[src/rtl/unsigned_calc_seq_v_pkg.sv]
// Shared definitions for the sequential KA*A - KB*B + KC*C calculator:
// state encoding, result-width helper and a behavioural reference.
package calc_pkg;

  typedef enum logic [1:0] {
    IDLE = 2'd0,
    BUSY = 2'd1,
    DONE = 2'd2
  } state_t;

  // Two guard bits: one for the sum of the two positive terms, one for sign.
  function automatic int calc_owidth(input int width, input int kwidth);
    return width + kwidth + 2;
  endfunction

  function automatic int calc_ref(input int a, input int b, input int c,
                                  input int ka, input int kb, input int kc);
    return ka * a - kb * b + kc * c;
  endfunction

endpackage

[src/rtl/unsigned_calc_seq_v_ripple_add.sv]
// Bit-level ripple-carry adder used by the shift-add step datapath.
module full_adder_v (
  input  logic a,
  input  logic b,
  input  logic cin,
  output logic sum,
  output logic cout
);
  assign sum  = a ^ b ^ cin;
  assign cout = (a & b) | (a & cin) | (b & cin);
endmodule

module ripple_add_v #(
  parameter int N = 8
) (
  input  logic [N-1:0] a,
  input  logic [N-1:0] b,
  input  logic         cin,
  output logic [N-1:0] sum,
  output logic         cout
);
  logic [N:0] carry;

  assign carry[0] = cin;

  for (genvar gi = 0; gi < N; gi++) begin : g_bit
    full_adder_v u_fa (
      .a    (a[gi]),
      .b    (b[gi]),
      .cin  (carry[gi]),
      .sum  (sum[gi]),
      .cout (carry[gi+1])
    );
  end

  assign cout = carry[N];
endmodule

[src/rtl/unsigned_calc_seq_v.sv]
// Multi-cycle unsigned calculator: o_fu = KA*A - KB*B + KC*C, one coefficient
// bit retired per clock, valid/ready handshakes on both sides.
module unsigned_calc_seq_v
  import calc_pkg::*;
#(
  parameter int WIDTH  = 4,
  parameter int KWIDTH = 3,
  parameter int KA     = 7,
  parameter int KB     = 3,
  parameter int KC     = 6,
  parameter int OWIDTH = calc_owidth(WIDTH, KWIDTH)
) (
  input  logic              i_clk,
  input  logic              i_rst,
  input  logic [WIDTH-1:0]  i_au,
  input  logic [WIDTH-1:0]  i_bu,
  input  logic [WIDTH-1:0]  i_cu,
  input  logic              i_valid,
  output logic              o_ready,
  input  logic              i_flush,
  output logic [OWIDTH-1:0] o_fu,
  output logic              o_valid,
  input  logic              i_ready
);

  localparam int KIW = 4;
  localparam logic [KIW-1:0] K_LAST = KIW'(KWIDTH - 1);

  if (WIDTH < 1 || WIDTH > 16 || KWIDTH < 1 || KWIDTH > 8 ||
      KA < 0 || KA >= (1 << KWIDTH) ||
      KB < 0 || KB >= (1 << KWIDTH) ||
      KC < 0 || KC >= (1 << KWIDTH) ||
      OWIDTH != calc_owidth(WIDTH, KWIDTH)) begin : g_bad_params
    $fatal(1, "unsigned_calc_seq_v: parameter out of range");
  end

  localparam logic [KWIDTH-1:0] KA_VEC = KWIDTH'(KA);
  localparam logic [KWIDTH-1:0] KB_VEC = KWIDTH'(KB);
  localparam logic [KWIDTH-1:0] KC_VEC = KWIDTH'(KC);

  state_t             state_q, state_d;
  logic [WIDTH-1:0]   a_q, a_d, b_q, b_d, c_q, c_d;
  logic [OWIDTH-1:0]  acc_q, acc_d;
  logic [OWIDTH-1:0]  fu_q, fu_d;
  logic [KIW-1:0]     k_q, k_d;

  logic [KWIDTH-1:0]  ka_sh, kb_sh, kc_sh;
  logic [OWIDTH-1:0]  term_a, term_b_inv, term_c;
  logic [OWIDTH-1:0]  sum_ac, sum_acc, sum_step;
  logic [2:0]         unused_cout;

  // Select the current coefficient bit by shifting, so k_q may be wider
  // than the coefficient vector's index.
  always_comb begin
    ka_sh      = KA_VEC >> k_q;
    kb_sh      = KB_VEC >> k_q;
    kc_sh      = KC_VEC >> k_q;
    term_a     = ka_sh[0] ? (OWIDTH'(a_q) << k_q) : '0;
    term_c     = kc_sh[0] ? (OWIDTH'(c_q) << k_q) : '0;
    term_b_inv = ~(kb_sh[0] ? (OWIDTH'(b_q) << k_q) : '0);
  end

  ripple_add_v #(.N(OWIDTH)) u_add_ac (
    .a    (term_a),
    .b    (term_c),
    .cin  (1'b0),
    .sum  (sum_ac),
    .cout (unused_cout[0])
  );

  ripple_add_v #(.N(OWIDTH)) u_add_acc (
    .a    (acc_q),
    .b    (sum_ac),
    .cin  (1'b0),
    .sum  (sum_acc),
    .cout (unused_cout[1])
  );

  // Inverted term plus carry-in subtracts; a zero term inverts to all ones
  // and the carry wraps it back to zero.
  ripple_add_v #(.N(OWIDTH)) u_sub_b (
    .a    (sum_acc),
    .b    (term_b_inv),
    .cin  (1'b1),
    .sum  (sum_step),
    .cout (unused_cout[2])
  );

  always_comb begin
    state_d = state_q;
    a_d     = a_q;
    b_d     = b_q;
    c_d     = c_q;
    acc_d   = acc_q;
    k_d     = k_q;
    fu_d    = fu_q;

    if (i_flush) begin
      state_d = IDLE;
      acc_d   = '0;
      k_d     = '0;
    end else begin
      case (state_q)
        IDLE: begin
          if (i_valid) begin
            a_d     = i_au;
            b_d     = i_bu;
            c_d     = i_cu;
            acc_d   = '0;
            k_d     = '0;
            state_d = BUSY;
          end
        end
        BUSY: begin
          acc_d = sum_step;
          k_d   = k_q + KIW'(1);
          if (k_q == K_LAST) begin
            fu_d    = sum_step;
            k_d     = '0;
            state_d = DONE;
          end
        end
        DONE: begin
          if (i_ready) begin
            state_d = IDLE;
          end
        end
        default: state_d = IDLE;
      endcase
    end
  end

  always_ff @(posedge i_clk or posedge i_rst) begin
    if (i_rst) begin
      state_q <= IDLE;
      a_q     <= '0;
      b_q     <= '0;
      c_q     <= '0;
      acc_q   <= '0;
      k_q     <= '0;
      fu_q    <= '0;
    end else begin
      state_q <= state_d;
      a_q     <= a_d;
      b_q     <= b_d;
      c_q     <= c_d;
      acc_q   <= acc_d;
      k_q     <= k_d;
      fu_q    <= fu_d;
    end
  end

  assign o_ready = (state_q == IDLE);
  assign o_valid = (state_q == DONE);
  assign o_fu    = fu_q;

endmodule
[config.mk]
export PLATFORM = sky130hd
export DESIGN_NAME = unsigned_calc_seq_v
export DESIGN_NICKNAME = d
export VERILOG_FILES = /design/src/rtl/unsigned_calc_seq_v_pkg.sv /design/src/rtl/unsigned_calc_seq_v_ripple_add.sv /design/src/rtl/unsigned_calc_seq_v.sv
export SDC_FILE = /design/constraint.sdc
export NUM_CORES = 1
export LEC_CHECK = 0
export CAP_MARGIN = 20
export CORE_ASPECT_RATIO = 1.75
export CORE_MARGIN = 2
export CORE_UTILIZATION = 50
export DETAILED_ROUTE_END_ITERATION = 10
export GPL_TIMING_DRIVEN = 0
export PLACE_DENSITY = 0.76
export SLEW_MARGIN = 20
export SYNTH_ARGS = -nofsm -noshare
export SYNTH_HDL_FRONTEND = slang
export SYNTH_SLANG_ARGS = --single-unit
[constraint.sdc]
create_clock -name i_clk -period 5.3 [get_ports i_clk]
set_input_delay 1.06 -clock i_clk [delete_from_list [all_inputs] [get_ports i_clk]]
set_output_delay 1.06 -clock i_clk [all_outputs]
set_load 0.05 [all_outputs]
==> metrics.md <==
| Metric | Value |
|---|---|
| Clk slew on worst S/H paths | 80 ps |
| Remaining Overflow, GRT | 0 |
| Antenna violations before repair | 0 |
| GRT Util Overall | 0.214 |
| Slew margin rel. | 0.499 |
| Flop and latch count out of synthesis | 36 |
| Placed cells | 274 |
| Area after DPL | 0.00264 sq mm |
| Synth Area in Compound Gates | 0.0938 |
| Post-DP HPWL | approximately 3300 microns |
| Post-synth EDFFs | 0 |
| Xor/xnor share of the synthesized area | 0.0193 |
| Via/cell ratio | between 5 and 6 |
| Req. time, crit path | approximately 5500 ps |
| Main flop type after synthesis | dfrtp_1 |
| CTS tree | built |
| Die Area | between 0.005 and 0.006 sq mm |
| Synth top cells by count | dfrtp_1, inv_1, mux2_2, fa_1 |
| DR vias | ~1600 |
| Synth warn | 0 |
| Nets | between 200 and 300 |
| Layout area overhead | 27.9% |
| Post-synth top area share | 0.397 |
| CP Data Arrival Time | approximately 5300 ps |
| First-pass GRT wire length | ~7700 microns |
| Yosys top cell by area | dfrtp_1 |
| Synthesized cell area | 0.00227 sq mm |
| Peak supply drop | approximately 500 uV |
| Slew Viols, Final | 0 |
| GR Util met2 | 0.360 |
| Worst Max-Slew Pin Slew | between 700 and 800 ps |
| Most frequent cell after synthesis | dfrtp_1 |
| Worst hold slack | 507 ps |
| Max_cap viols | 0 |
| Worst setup path startpoint | k_q[0] |
| Pin count of the biggest net entering global routing | 37 |
| Total CTS buffers | 5 |
| Hold_sp | o_fu[1] |
| Critical path class | reg2reg |
| Setup violators final | 0 |
| Final Hold Viols | 0 |
| Clock Latency Late Sink | roughly 300 ps |
| Number of global-route vias before repair | approximately 1700 |
| Crit-path max FO | 5 |
| Status | complete, no violations |
| Setup_tns | 0 ps |
| Synthesized area per cell | 11.9 sq um |
| Core outline area | between 0.004 and 0.005 sq mm |
| HP Class | reg2reg |
| Design Area, Final | between 0.002 and 0.003 sq mm |
| Asr flop ratio synth | 1.00 |
| Met3 usage | 0.0431 |
| DRC | 0 |
| PD cells | 484 mW/mm^2 |
| Final Non-Filler Cells | 288 |
| Routed len/inst | ~16 microns |
| CTS root buffer | clkbuf_8 |
| GPL Wtd Cong | between 0.8 and 0.9 |
| N_diodes | 0 |
| Die H | around 93 microns |
| Number of detailed-route iterations in the first pass | 4 |
| Skew final | roughly 12 ps |
| Most crowded layer after global routing | met2 |
| ANT nets after route | 0 |
| Largest family of logic cells by synthesized area | adder cells |
| CTS H-tree depth | 2 |
| Synth area leaders | dfrtp_1, fa_1, mux2_2 |
| Number of library cell types mapped by synthesis | 38 |
| DR iter-0 viols | 53 |
| M1 GR Usage | 0.242 |
| Min cycle time layout | 5150 ps |
| Initial Util | 0.515 |
| Mux contribution to synthesized area | 0.119 |
| Worst r2r src | k_q[0] |
| Leakage power | 1.32 nW |
| Util after Layout | 0.659 |
| Max Root-Sink Buffers | 2 |
| Final Cycle Share | 0.972 |
| FP Rows | 32 |
| Io pins | 28 |
| Share of layout cells above drive strength 1 | 0.338 |
| Die Width | between 50 and 60 microns |
| FMAX | around 0.19 GHz |
| Crit end category | flop |
| Post-Synth Simple-Gate Area | 0.0999 |
| Register area share after synthesis | 0.397 |
| Gate Count Post-Synth | 190 |
| Clk sinks | 36 |
| Crit path launch type | flop |
| Routed WL | about 4700 microns |
| Input/output buffers | 27 |
| Adder-cell share of the synthesized area | 0.202 |
## sequential cells by signal, indices dropped and copies added, names as in the netlist
name and flops:
state_q 2, acc_q 9, c_q 4, o_fu 9, b_q 4, a_q 4, k_q 4
## area by class of cell
type / instances / area [sq um]
inverters: 28 / 105
clock inverters: 1 / 30.0
multi-input cells: 124 / 1310
repair buffers: 34 / 323
flip-flops and latches: 36 / 903
well taps: 51 / 63.8
clock buffers: 7 / 96.3
plain buffers: 7 / 66.3
fillers: 336 / 1500
## per-layer routing
| layer | vias to the layer above | wire length, microns |
|---|---|---|
| met1 | 821 | 1750 |
| met5 | - | 0 |
| met2 | 35 | 2690 |
| met4 | 0 | 157 |
| met3 | 12 | 132 |
| li1 | 708 | - |
## cells by family after synthesis
group | count (synthesis)
AO/OA/AOI/OAI | 26
XOR/XNOR | 5
adder cells (fa/ha/maj) | 24
buffers and inverters | 36
flip-flops | 36
multiplexers | 24
other | 2
AND/OR/NAND/NOR | 37
## final timing paths
path	to	slack, ps	cells after the start
max	o_fu[8]	150	20
min	o_fu[1]	510	1
max reg2reg	o_fu[8]	150	20
min reg2reg	o_fu[1]	510	1
max in group asynchronous	k_q[3]	3570	2
min in group asynchronous	o_fu[5]	1210	2
## cells in the final DEF (no fill, tap or decap), types with 3 or more instances in the layout
| cell | Yosys | routed |
|---|---|---|
| a22o_1 | 12 | 12 |
| buf_4 | 1 | 9 |
| clkbuf_8 | 0 | 7 |
| clkdlybuf4s50_1 | 0 | 27 |
| conb_1 | 2 | 8 |
| dfrtp_1 | 36 | 34 |
| fa_1 | 21 | 6 |
| fa_2 | 0 | 15 |
| ha_1 | 3 | 3 |
| inv_1 | 28 | 21 |
| inv_2 | 0 | 7 |
| mux2_2 | 23 | 21 |
| nand2_1 | 12 | 11 |
| nand3_1 | 3 | 3 |
| nor2_1 | 6 | 4 |
| nor2b_1 | 5 | 5 |
| xnor2_1 | 5 | 4 |
## worst max-delay path: stages, from the launching register on
cell and delay, ps:
dfrtp_1 370, buf_6 130, clkbuf_16 140, mux2_4 290
nand2_2 60, fa_2 180, inv_2 40, fa_2 360
inv_2 70, fa_2 460, fa_2 400, fa_2 350
fa_2 410, fa_1 540, inv_2 50, fa_2 380
inv_2 70, fa_2 230, xnor2_2 130, xnor2_1 110
mux2_4 270
## metrics by stage
| stage | worst slack (ps) | power [W] |
|---|---|---|
| global route | -21.9 | 0.00151 |
| global placement | -169 | 0.00105 |
| floorplan | 11.5 | 0.000871 |
| CTS | 1.97 | 0.00137 |
| finish | 150 | 0.00140 |
| detailed placement | -297 | 0.00107 |
## power breakdown
part / total [W] / switching [W] / internal (W)
sequential: 0.000395 / 0.0000498 / 0.000346
clock: 0.000270 / 0.000104 / 0.000166
combinational: 0.000738 / 0.000393 / 0.000344
## timing repair
action | in CTS | in global routing
hold buffers | 0 | 0
pin swaps | 6 | 19
setup buffers | 2 | 5
resized for setup | 14 | 22
endpoints found under the setup margin | 4 | 4
Note: power is estimated with default switching activity, not from simulation.
